--- src/rtl/atm_session_ctrl_if.sv ---
// rtl/atm_session_ctrl_if.sv - signal bundle between the ATM session controller and its surroundings
// The master side is the environment (card reader, keypad, account store,
// inactivity timer, transaction engine); the slave side is the controller.
interface atm_session_ctrl_if #(
  parameter int PIN_W = 16
);
  // Card mechanism, keypad and account store
  logic             card_in;
  logic             pin_valid;
  logic [PIN_W-1:0] pin_in;
  logic [PIN_W-1:0] stored_pin;
  logic             op_valid;
  logic [1:0]       op_code;

  // Transaction engine and inactivity timer feedback
  logic             txn_done;
  logic             timeout;

  // Controller outputs
  logic             timer_start;
  logic             timer_restart;
  logic [31:0]      timer_threshold;
  logic             txn_go;
  logic [1:0]       txn_op;
  logic             card_eject;
  logic             card_retain;
  logic [2:0]       state_o;
  logic [1:0]       attempts_left;

  modport master (
    output card_in, pin_valid, pin_in, stored_pin, op_valid, op_code,
           txn_done, timeout,
    input  timer_start, timer_restart, timer_threshold, txn_go, txn_op,
           card_eject, card_retain, state_o, attempts_left
  );

  modport slave (
    input  card_in, pin_valid, pin_in, stored_pin, op_valid, op_code,
           txn_done, timeout,
    output timer_start, timer_restart, timer_threshold, txn_go, txn_op,
           card_eject, card_retain, state_o, attempts_left
  );
endinterface

--- src/rtl/atm_session_ctrl.sv ---
// rtl/atm_session_ctrl.sv - ATM session controller (card, PIN, menu, transaction hand-off; PIN_LOCKOUT_EN enables attempt limiting)
module atm_session_ctrl #(
  parameter int          PIN_W        = 16,
  parameter int          MAX_ATTEMPTS = 3,
  parameter logic [31:0] PIN_TIMEOUT  = 32'd100,
  parameter logic [31:0] MENU_TIMEOUT = 32'd200
) (
  input logic               clk,
  input logic               rst,
  atm_session_ctrl_if.slave bus
);

  typedef enum logic [2:0] {
    S_IDLE     = 3'd0,
    S_PIN_WAIT = 3'd1,
    S_MENU     = 3'd2,
    S_TXN_BUSY = 3'd3,
    S_EJECT    = 3'd4,
    S_RETAIN   = 3'd5
  } state_e;

  localparam logic [1:0] MAX_ATT = 2'(MAX_ATTEMPTS);

  state_e      state_q, state_d;
  logic [1:0]  attempts_q, attempts_d;
  logic [1:0]  txn_op_q, txn_op_d;
  logic [31:0] threshold_q, threshold_d;
  logic        timer_start_q, timer_start_d;
  logic        timer_restart_q, timer_restart_d;
  logic        txn_go_q, txn_go_d;
  logic        card_eject_q, card_eject_d;
  logic        card_retain_q, card_retain_d;

  logic [PIN_W-1:0] pin_entered;
  logic [PIN_W-1:0] pin_account;
  logic             pin_match;
  logic             timeout_live;
  logic             wrong_pin;
  logic             timing_d;

  assign pin_entered = bus.pin_in;
  assign pin_account = bus.stored_pin;
  assign pin_match   = (pin_entered == pin_account);

  // An expiry only counts while the timer was running and not being cleared,
  // so a count left over from the previous phase cannot abort the new one.
  assign timeout_live = bus.timeout & timer_start_q & ~timer_restart_q;

  // Session sequencing and the registered outputs that follow from the next state
  always_comb begin
    state_d     = state_q;
    attempts_d  = attempts_q;
    txn_op_d    = txn_op_q;
    threshold_d = threshold_q;
    wrong_pin   = 1'b0;

    case (state_q)
      S_IDLE: begin
        if (bus.card_in) begin
          state_d     = S_PIN_WAIT;
          attempts_d  = MAX_ATT;
          threshold_d = PIN_TIMEOUT;
        end
      end

      S_PIN_WAIT: begin
        if (!bus.card_in) begin
          state_d = S_IDLE;
        end else if (bus.pin_valid) begin
          if (pin_match) begin
            state_d     = S_MENU;
            threshold_d = MENU_TIMEOUT;
          end else begin
            wrong_pin = 1'b1;
`ifdef PIN_LOCKOUT_EN
            if (attempts_q != 2'd0) begin
              attempts_d = attempts_q - 2'd1;
            end
            if (attempts_q <= 2'd1) begin
              state_d = S_RETAIN;
            end
`endif
          end
        end else if (timeout_live) begin
          state_d = S_EJECT;
        end
      end

      S_MENU: begin
        if (!bus.card_in) begin
          state_d = S_IDLE;
        end else if (bus.op_valid) begin
          if (bus.op_code == 2'd3) begin
            state_d = S_EJECT;
          end else begin
            state_d  = S_TXN_BUSY;
            txn_op_d = bus.op_code;
          end
        end else if (timeout_live) begin
          state_d = S_EJECT;
        end
      end

      // The card is mechanically locked while the engine works, so card_in
      // and the timer are deliberately not looked at here.
      S_TXN_BUSY: begin
        if (bus.txn_done) begin
          state_d = S_MENU;
        end
      end

      S_EJECT, S_RETAIN: begin
        if (!bus.card_in) begin
          state_d = S_IDLE;
        end
      end

      default: begin
        state_d = S_IDLE;
      end
    endcase

`ifndef PIN_LOCKOUT_EN
    attempts_d = MAX_ATT;
`endif

    // Timer runs only in the two waiting phases; it is cleared everywhere
    // else, and for one cycle on each entry to a waiting phase or bad PIN.
    timing_d        = (state_d == S_PIN_WAIT) || (state_d == S_MENU);
    timer_start_d   = timing_d;
    timer_restart_d = !timing_d || (state_d != state_q) || wrong_pin;

    txn_go_d      = (state_q == S_MENU) && (state_d == S_TXN_BUSY);
    card_eject_d  = (state_d == S_EJECT);
    card_retain_d = (state_d == S_RETAIN);
  end

  // All state and outputs are registered; reset aborts the session with no eject
  always_ff @(posedge clk or posedge rst) begin
    if (rst) begin
      state_q         <= S_IDLE;
      attempts_q      <= MAX_ATT;
      txn_op_q        <= 2'd0;
      threshold_q     <= PIN_TIMEOUT;
      timer_start_q   <= 1'b0;
      timer_restart_q <= 1'b1;
      txn_go_q        <= 1'b0;
      card_eject_q    <= 1'b0;
      card_retain_q   <= 1'b0;
    end else begin
      state_q         <= state_d;
      attempts_q      <= attempts_d;
      txn_op_q        <= txn_op_d;
      threshold_q     <= threshold_d;
      timer_start_q   <= timer_start_d;
      timer_restart_q <= timer_restart_d;
      txn_go_q        <= txn_go_d;
      card_eject_q    <= card_eject_d;
      card_retain_q   <= card_retain_d;
    end
  end

  assign bus.state_o         = state_q;
  assign bus.attempts_left   = attempts_q;
  assign bus.txn_op          = txn_op_q;
  assign bus.timer_threshold = threshold_q;
  assign bus.timer_start     = timer_start_q;
  assign bus.timer_restart   = timer_restart_q;
  assign bus.txn_go          = txn_go_q;
  assign bus.card_eject      = card_eject_q;
  assign bus.card_retain     = card_retain_q;

endmodule
--- src/flat_wrapper.sv ---
// flat-port wrapper written by rule: the top's interface ports become plain ports
module atm_session_ctrl_flat 
#(
  parameter int          PIN_W        = 16,
  parameter int          MAX_ATTEMPTS = 3,
  parameter logic [31:0] PIN_TIMEOUT  = 32'd100,
  parameter logic [31:0] MENU_TIMEOUT = 32'd200
)
  (clk, rst, bus_card_in, bus_pin_valid, bus_pin_in, bus_stored_pin, bus_op_valid, bus_op_code, bus_txn_done, bus_timeout, bus_timer_start, bus_timer_restart, bus_timer_threshold, bus_txn_go, bus_txn_op, bus_card_eject, bus_card_retain, bus_state_o, bus_attempts_left);
  atm_session_ctrl_if #(.PIN_W(PIN_W)) bus_i ();
  input logic clk;
  input logic rst;
  input wire logic [$bits(bus_i.card_in)-1:0] bus_card_in;
  input wire logic [$bits(bus_i.pin_valid)-1:0] bus_pin_valid;
  input wire logic [$bits(bus_i.pin_in)-1:0] bus_pin_in;
  input wire logic [$bits(bus_i.stored_pin)-1:0] bus_stored_pin;
  input wire logic [$bits(bus_i.op_valid)-1:0] bus_op_valid;
  input wire logic [$bits(bus_i.op_code)-1:0] bus_op_code;
  input wire logic [$bits(bus_i.txn_done)-1:0] bus_txn_done;
  input wire logic [$bits(bus_i.timeout)-1:0] bus_timeout;
  output wire logic [$bits(bus_i.timer_start)-1:0] bus_timer_start;
  output wire logic [$bits(bus_i.timer_restart)-1:0] bus_timer_restart;
  output wire logic [$bits(bus_i.timer_threshold)-1:0] bus_timer_threshold;
  output wire logic [$bits(bus_i.txn_go)-1:0] bus_txn_go;
  output wire logic [$bits(bus_i.txn_op)-1:0] bus_txn_op;
  output wire logic [$bits(bus_i.card_eject)-1:0] bus_card_eject;
  output wire logic [$bits(bus_i.card_retain)-1:0] bus_card_retain;
  output wire logic [$bits(bus_i.state_o)-1:0] bus_state_o;
  output wire logic [$bits(bus_i.attempts_left)-1:0] bus_attempts_left;
  assign bus_i.card_in = bus_card_in;
  assign bus_i.pin_valid = bus_pin_valid;
  assign bus_i.pin_in = bus_pin_in;
  assign bus_i.stored_pin = bus_stored_pin;
  assign bus_i.op_valid = bus_op_valid;
  assign bus_i.op_code = bus_op_code;
  assign bus_i.txn_done = bus_txn_done;
  assign bus_i.timeout = bus_timeout;
  assign bus_timer_start = bus_i.timer_start;
  assign bus_timer_restart = bus_i.timer_restart;
  assign bus_timer_threshold = bus_i.timer_threshold;
  assign bus_txn_go = bus_i.txn_go;
  assign bus_txn_op = bus_i.txn_op;
  assign bus_card_eject = bus_i.card_eject;
  assign bus_card_retain = bus_i.card_retain;
  assign bus_state_o = bus_i.state_o;
  assign bus_attempts_left = bus_i.attempts_left;
  atm_session_ctrl #(.PIN_W(PIN_W), .MAX_ATTEMPTS(MAX_ATTEMPTS), .PIN_TIMEOUT(PIN_TIMEOUT), .MENU_TIMEOUT(MENU_TIMEOUT)) u_core (.clk(clk), .rst(rst), .bus(bus_i));
endmodule
--- config.mk ---
export PLATFORM = sky130hd
export DESIGN_NAME = atm_session_ctrl_flat
export DESIGN_NICKNAME = d
export VERILOG_FILES = /design/src/rtl/atm_session_ctrl_if.sv /design/src/rtl/atm_session_ctrl.sv /design/src/flat_wrapper.sv
export SDC_FILE = /design/constraint.sdc
export NUM_CORES = 1
export LEC_CHECK = 0
export BUFFER_PORTS_ARGS = -buffer_cell sky130_fd_sc_hd__buf_2
export CORE_ASPECT_RATIO = 0.9
export CORE_MARGIN = 1
export CORE_UTILIZATION = 44
export CTS_BUF_LIST = sky130_fd_sc_hd__clkbuf_4
export DETAILED_ROUTE_END_ITERATION = 6
export PLACE_DENSITY = 0.85
export SYNTH_ARGS = -nofsm -noshare
export SYNTH_HDL_FRONTEND = slang
export SYNTH_SLANG_ARGS = --single-unit
--- constraint.sdc ---
create_clock -name clk -period 3.4 [get_ports clk]
set_clock_uncertainty 0.05 [all_clocks]
set_input_delay 0.68 -clock clk [delete_from_list [all_inputs] [get_ports clk]]
set_output_delay 0.68 -clock clk [all_outputs]
set_load 0.05 [all_outputs]
==> run_summary.xml <==
<?xml version="1.0" encoding="UTF-8"?>
<metrics>
  <group name="outcome">
    <metric name="status" unit="">finished, final reports clean</metric>
  </group>
  <group name="clock_network">
    <metric name="cts_tree" unit="">yes</metric>
    <metric name="insertion_delay" unit="ns">0.28</metric>
    <metric name="cts_setup_buffers" unit="">0</metric>
    <metric name="clk_pin_slew" unit="ns">0.07</metric>
    <metric name="cts.path.max_buffers" unit="">2</metric>
    <metric name="clock_tree.htree_level_count" unit="">1</metric>
    <metric name="cts-buffers-inserted" unit="">3</metric>
    <metric name="clockRootBuffer" unit="">clkbuf_4</metric>
    <metric name="cts.sink_count" unit="">12</metric>
    <metric name="cts_resized" unit="">0</metric>
    <metric name="cts.hold.buffers_added" unit="">0</metric>
  </group>
  <group name="timing">
    <metric name="finalHoldViolations" unit="">0</metric>
    <metric name="fmaxAchievable" unit="MHz">509</metric>
    <metric name="timing.hold.ws" unit="ns">0.347</metric>
    <metric name="final_worst_slack" unit="ns">1.44</metric>
    <metric name="min_period" unit="ns">1.96</metric>
    <metric name="slew_violations" unit="">0</metric>
    <metric name="setup_viol" unit="">0</metric>
    <metric name="rsz0062_at_grt" unit="">no</metric>
    <metric name="post-route-period-util" unit="%">57.8</metric>
    <metric name="totalNegativeSetupSlack" unit="ns">0</metric>
  </group>
  <group name="pwr">
    <metric name="p_int" unit="mW">0.240</metric>
    <metric name="power.switching" unit="mW">0.191</metric>
    <metric name="share_of_power_burned_in_the_clock_network" unit="%">21.0</metric>
    <metric name="power.leakage" unit="nW">0.684</metric>
    <metric name="powerDensity" unit="nW/um^2">341</metric>
    <metric name="irDropWorstVdd" unit="mV">0.225</metric>
    <metric name="combinational_group_share_of_total_power" unit="%">41.9</metric>
    <metric name="sequentialPowerShare" unit="%">37.1</metric>
    <metric name="p_sw_share" unit="%">44.3</metric>
  </group>
  <group name="placement">
    <metric name="finalWeightedCongestion" unit="">0.937</metric>
    <metric name="detailedPlacementHpwl" unit="mm">1.95</metric>
    <metric name="pre_cts_setup_slack" unit="ns">1.42</metric>
    <metric name="io_buffer_count" unit="">54</metric>
    <metric name="dpl-instance-area" unit="um^2">1240</metric>
  </group>
  <group name="setup_path">
    <metric name="critical_path.cell_chain" unit="">buf_2</metric>
    <metric name="worst_ep_arrival_time" unit="ns">1.23</metric>
    <metric name="cp-start-kind" unit="">flop</metric>
    <metric name="cp.buffers_inverters" unit="">1</metric>
    <metric name="crit_slowest_cell" unit="">dfrtp_1</metric>
    <metric name="timing.critical_path.to_type" unit="">output pin</metric>
    <metric name="cp_max_fo" unit="">14</metric>
    <metric name="timing.critical_path.required" unit="ns">2.67</metric>
    <metric name="critical-path-top-delay-family" unit="">flip-flops</metric>
    <metric name="worst-setup-path-type" unit="">flop to output pin</metric>
    <metric name="r2r_setup_slack" unit="ns">1.70</metric>
    <metric name="timing.critical_path.slowest_cell_delay" unit="ns">0.61</metric>
  </group>
  <group name="floorplanning">
    <metric name="floorplan.die.width" unit="um">54.4</metric>
    <metric name="floorplan.die_area" unit="um^2">2670</metric>
    <metric name="fp-row-count" unit="">16</metric>
    <metric name="initial_core_util" unit="%">48.1</metric>
    <metric name="die_height" unit="um">49.2</metric>
    <metric name="ios" unit="">85</metric>
    <metric name="floorplan.core_area" unit="um^2">2260</metric>
  </group>
  <group name="layout">
    <metric name="mostFrequentLayoutCell" unit="">buf_2</metric>
    <metric name="layout.cells.most_common_list" unit="">buf_2, conb_1, xnor2_1, dfrtp_1, nand2b_1</metric>
    <metric name="finalNetCount" unit="">210</metric>
    <metric name="area_growth" unit="%">16.5</metric>
    <metric name="post-route-cell-area" unit="um^2">1270</metric>
    <metric name="insertedDiodeCount" unit="">0</metric>
    <metric name="fraction_of_final_layout_cells_sized_beyond_drive_strength_1" unit="%">40.5</metric>
    <metric name="postLayoutCoreUtil" unit="%">56.0</metric>
  </group>
  <group name="synthesis">
    <metric name="postSynth.asyncResetShare" unit="%">100</metric>
    <metric name="synth_cells" unit="">116</metric>
    <metric name="synth_enable_flop_cells" unit="">0</metric>
    <metric name="post_synthesis_sequential_area_ratio" unit="%">27.8</metric>
    <metric name="count_of_synthesis_stage_warnings_from_yosys" unit="">0</metric>
    <metric name="ys_ff_latch" unit="">12</metric>
    <metric name="ys_dominant_reg_cell" unit="">dfrtp_1</metric>
    <metric name="mapped_cell_area" unit="um^2">1090</metric>
    <metric name="synth.lib_cells_used.distinct" unit="">39</metric>
    <metric name="synth.avg_cell_area" unit="um^2">9.37</metric>
  </group>
  <group name="min_path">
    <metric name="worstHoldPathType" unit="">input port to asynchronous set/reset pin</metric>
  </group>
  <group name="global_routing">
    <metric name="antenna_found_initial" unit="">0</metric>
    <metric name="globalRouteOverflowTotal" unit="">0</metric>
    <metric name="wire_length_of_the_first_global_routing_pass" unit="mm">3.72</metric>
    <metric name="grt_use_total" unit="%">19.3</metric>
    <metric name="grt_pass1_vias" unit="">877</metric>
    <metric name="grt_max_degree" unit="">15</metric>
  </group>
  <group name="drt">
    <metric name="dr.first_iter.drc_count" unit="">23</metric>
    <metric name="drt_first_pass_iters" unit="">4</metric>
    <metric name="drc" unit="">0</metric>
    <metric name="final_antenna_net_count" unit="">0</metric>
    <metric name="per_cell_via_count_in_the_routed_design" unit="">4.68</metric>
    <metric name="finalWirelength" unit="mm">2.30</metric>
    <metric name="via_count" unit="">913</metric>
    <metric name="avgRoutedWirePerCell" unit="um">11.8</metric>
  </group>
  <group name="flow_run">
    <metric name="cap_violations" unit="">0</metric>
  </group>
</metrics>
[per-layer routing]
layer  global-route usage, %  routed length [um]  vias to the layer above
met4                    9.40                  51                        0
met1                    20.8                 828                      421
met2                    33.3                1280                       43
li1                        -                   -                      442
met5                       0                   0                        -
met3                    4.98                 140                        7
[cell usage after synthesis, drive strengths merged (2+ instances only)]
cell    number  area share (%)
mux2         2             2.1
nor3         2            0.92
a31oi        2             1.2
nand3b       2             1.4
nor2         4             1.6
dfrtp       10              23
buf         34              24
nand2b       5             2.9
dfstp        2             4.8
nand3        4             2.3
xnor2       16              13
nand4        4             2.3
nand2        3             1.0
a21oi        2            0.92
o211ai       2             1.8
inv          4             1.4
conb         2            0.69
[path summary, 6_finish.rpt]
| kind | end | cells after the start | from |
|---|---|---|---|
| hold reg to reg | u_core.bus.txn_op[0] | 1 | u_core.bus.txn_op[0] |
| min in group clk | u_core.bus.txn_op[0] | 1 | u_core.bus.txn_op[0] |
| hold / removal | u_core.bus.txn_op[1] | 2 | rst |
| max in group asynchronous | u_core.bus.timer_threshold[5] | 2 | rst |
| setup / recovery | bus_state_o[0] | 1 | u_core.bus.state_o[0] |
| setup reg to reg | u_core.bus.timer_restart | 5 | u_core.bus.state_o[0] |
[worst reg2reg max path: cells and delay by family, from the launching register on]
family           cells  cell delay (ns)
flip-flops           1             0.54
AND/OR/NAND/NOR      2             0.54
multiplexers         1             0.27
AO/OA/AOI/OAI        2             0.22
[power groups by stage]
stage	Clock [mW]	Combinational, mW	Sequential (mW)
floorplan	0	0.149	0.179
global placement	0	0.177	0.161
global route	0.0998	0.192	0.161
finish	0.0906	0.181	0.160
detailed placement	0	0.180	0.162
CTS	0.0928	0.181	0.159
[state kept, by name, summed over array words and instances, names as in the netlist]
name	cells
u_core.bus.txn_go	1
u_core.bus.txn_op	2
u_core.bus.timer_start	1
u_core.bus.card_retain	1
u_core.bus.card_eject	1
u_core.bus.timer_restart	1
u_core.bus.state_o	3
u_core.bus.timer_threshold	2
[area by class of cell]
type	count	area, um^2
Timing Repair Buffer	54	270
Multi-Input combinational cell	94	618
Sequential cell	12	303
Inverter	4	15.0
Fill cell	199	996
Tap cell	27	33.8
Clock inverter	1	3.75
Clock buffer	3	22.5
[per-stage QoR]
step,cells,power (mW)
final,195,0.431
after CTS,195,0.433
after global routing,195,0.453
after floorplan,144,0.328
after detailed placement,191,0.342
after global placement,191,0.338
[kinds of logic (layout without fill, tap and decap cells)]
| group | Yosys count | in the layout | share of synthesized area [%] |
|---|---|---|---|
| other | 2 | 30 | 0.691 |
| DFF | 12 | 12 | 27.8 |
| muxes | 3 | 3 | 2.99 |
| and+or+nand+nor | 31 | 31 | 19.0 |
| xor gates and xnor gates | 16 | 16 | 12.9 |
| buffers and inverters | 38 | 62 | 25.0 |
| AOI/OAI and AO/OA | 14 | 14 | 11.6 |
No activity file was read; power rests on OpenSTA's default activity.
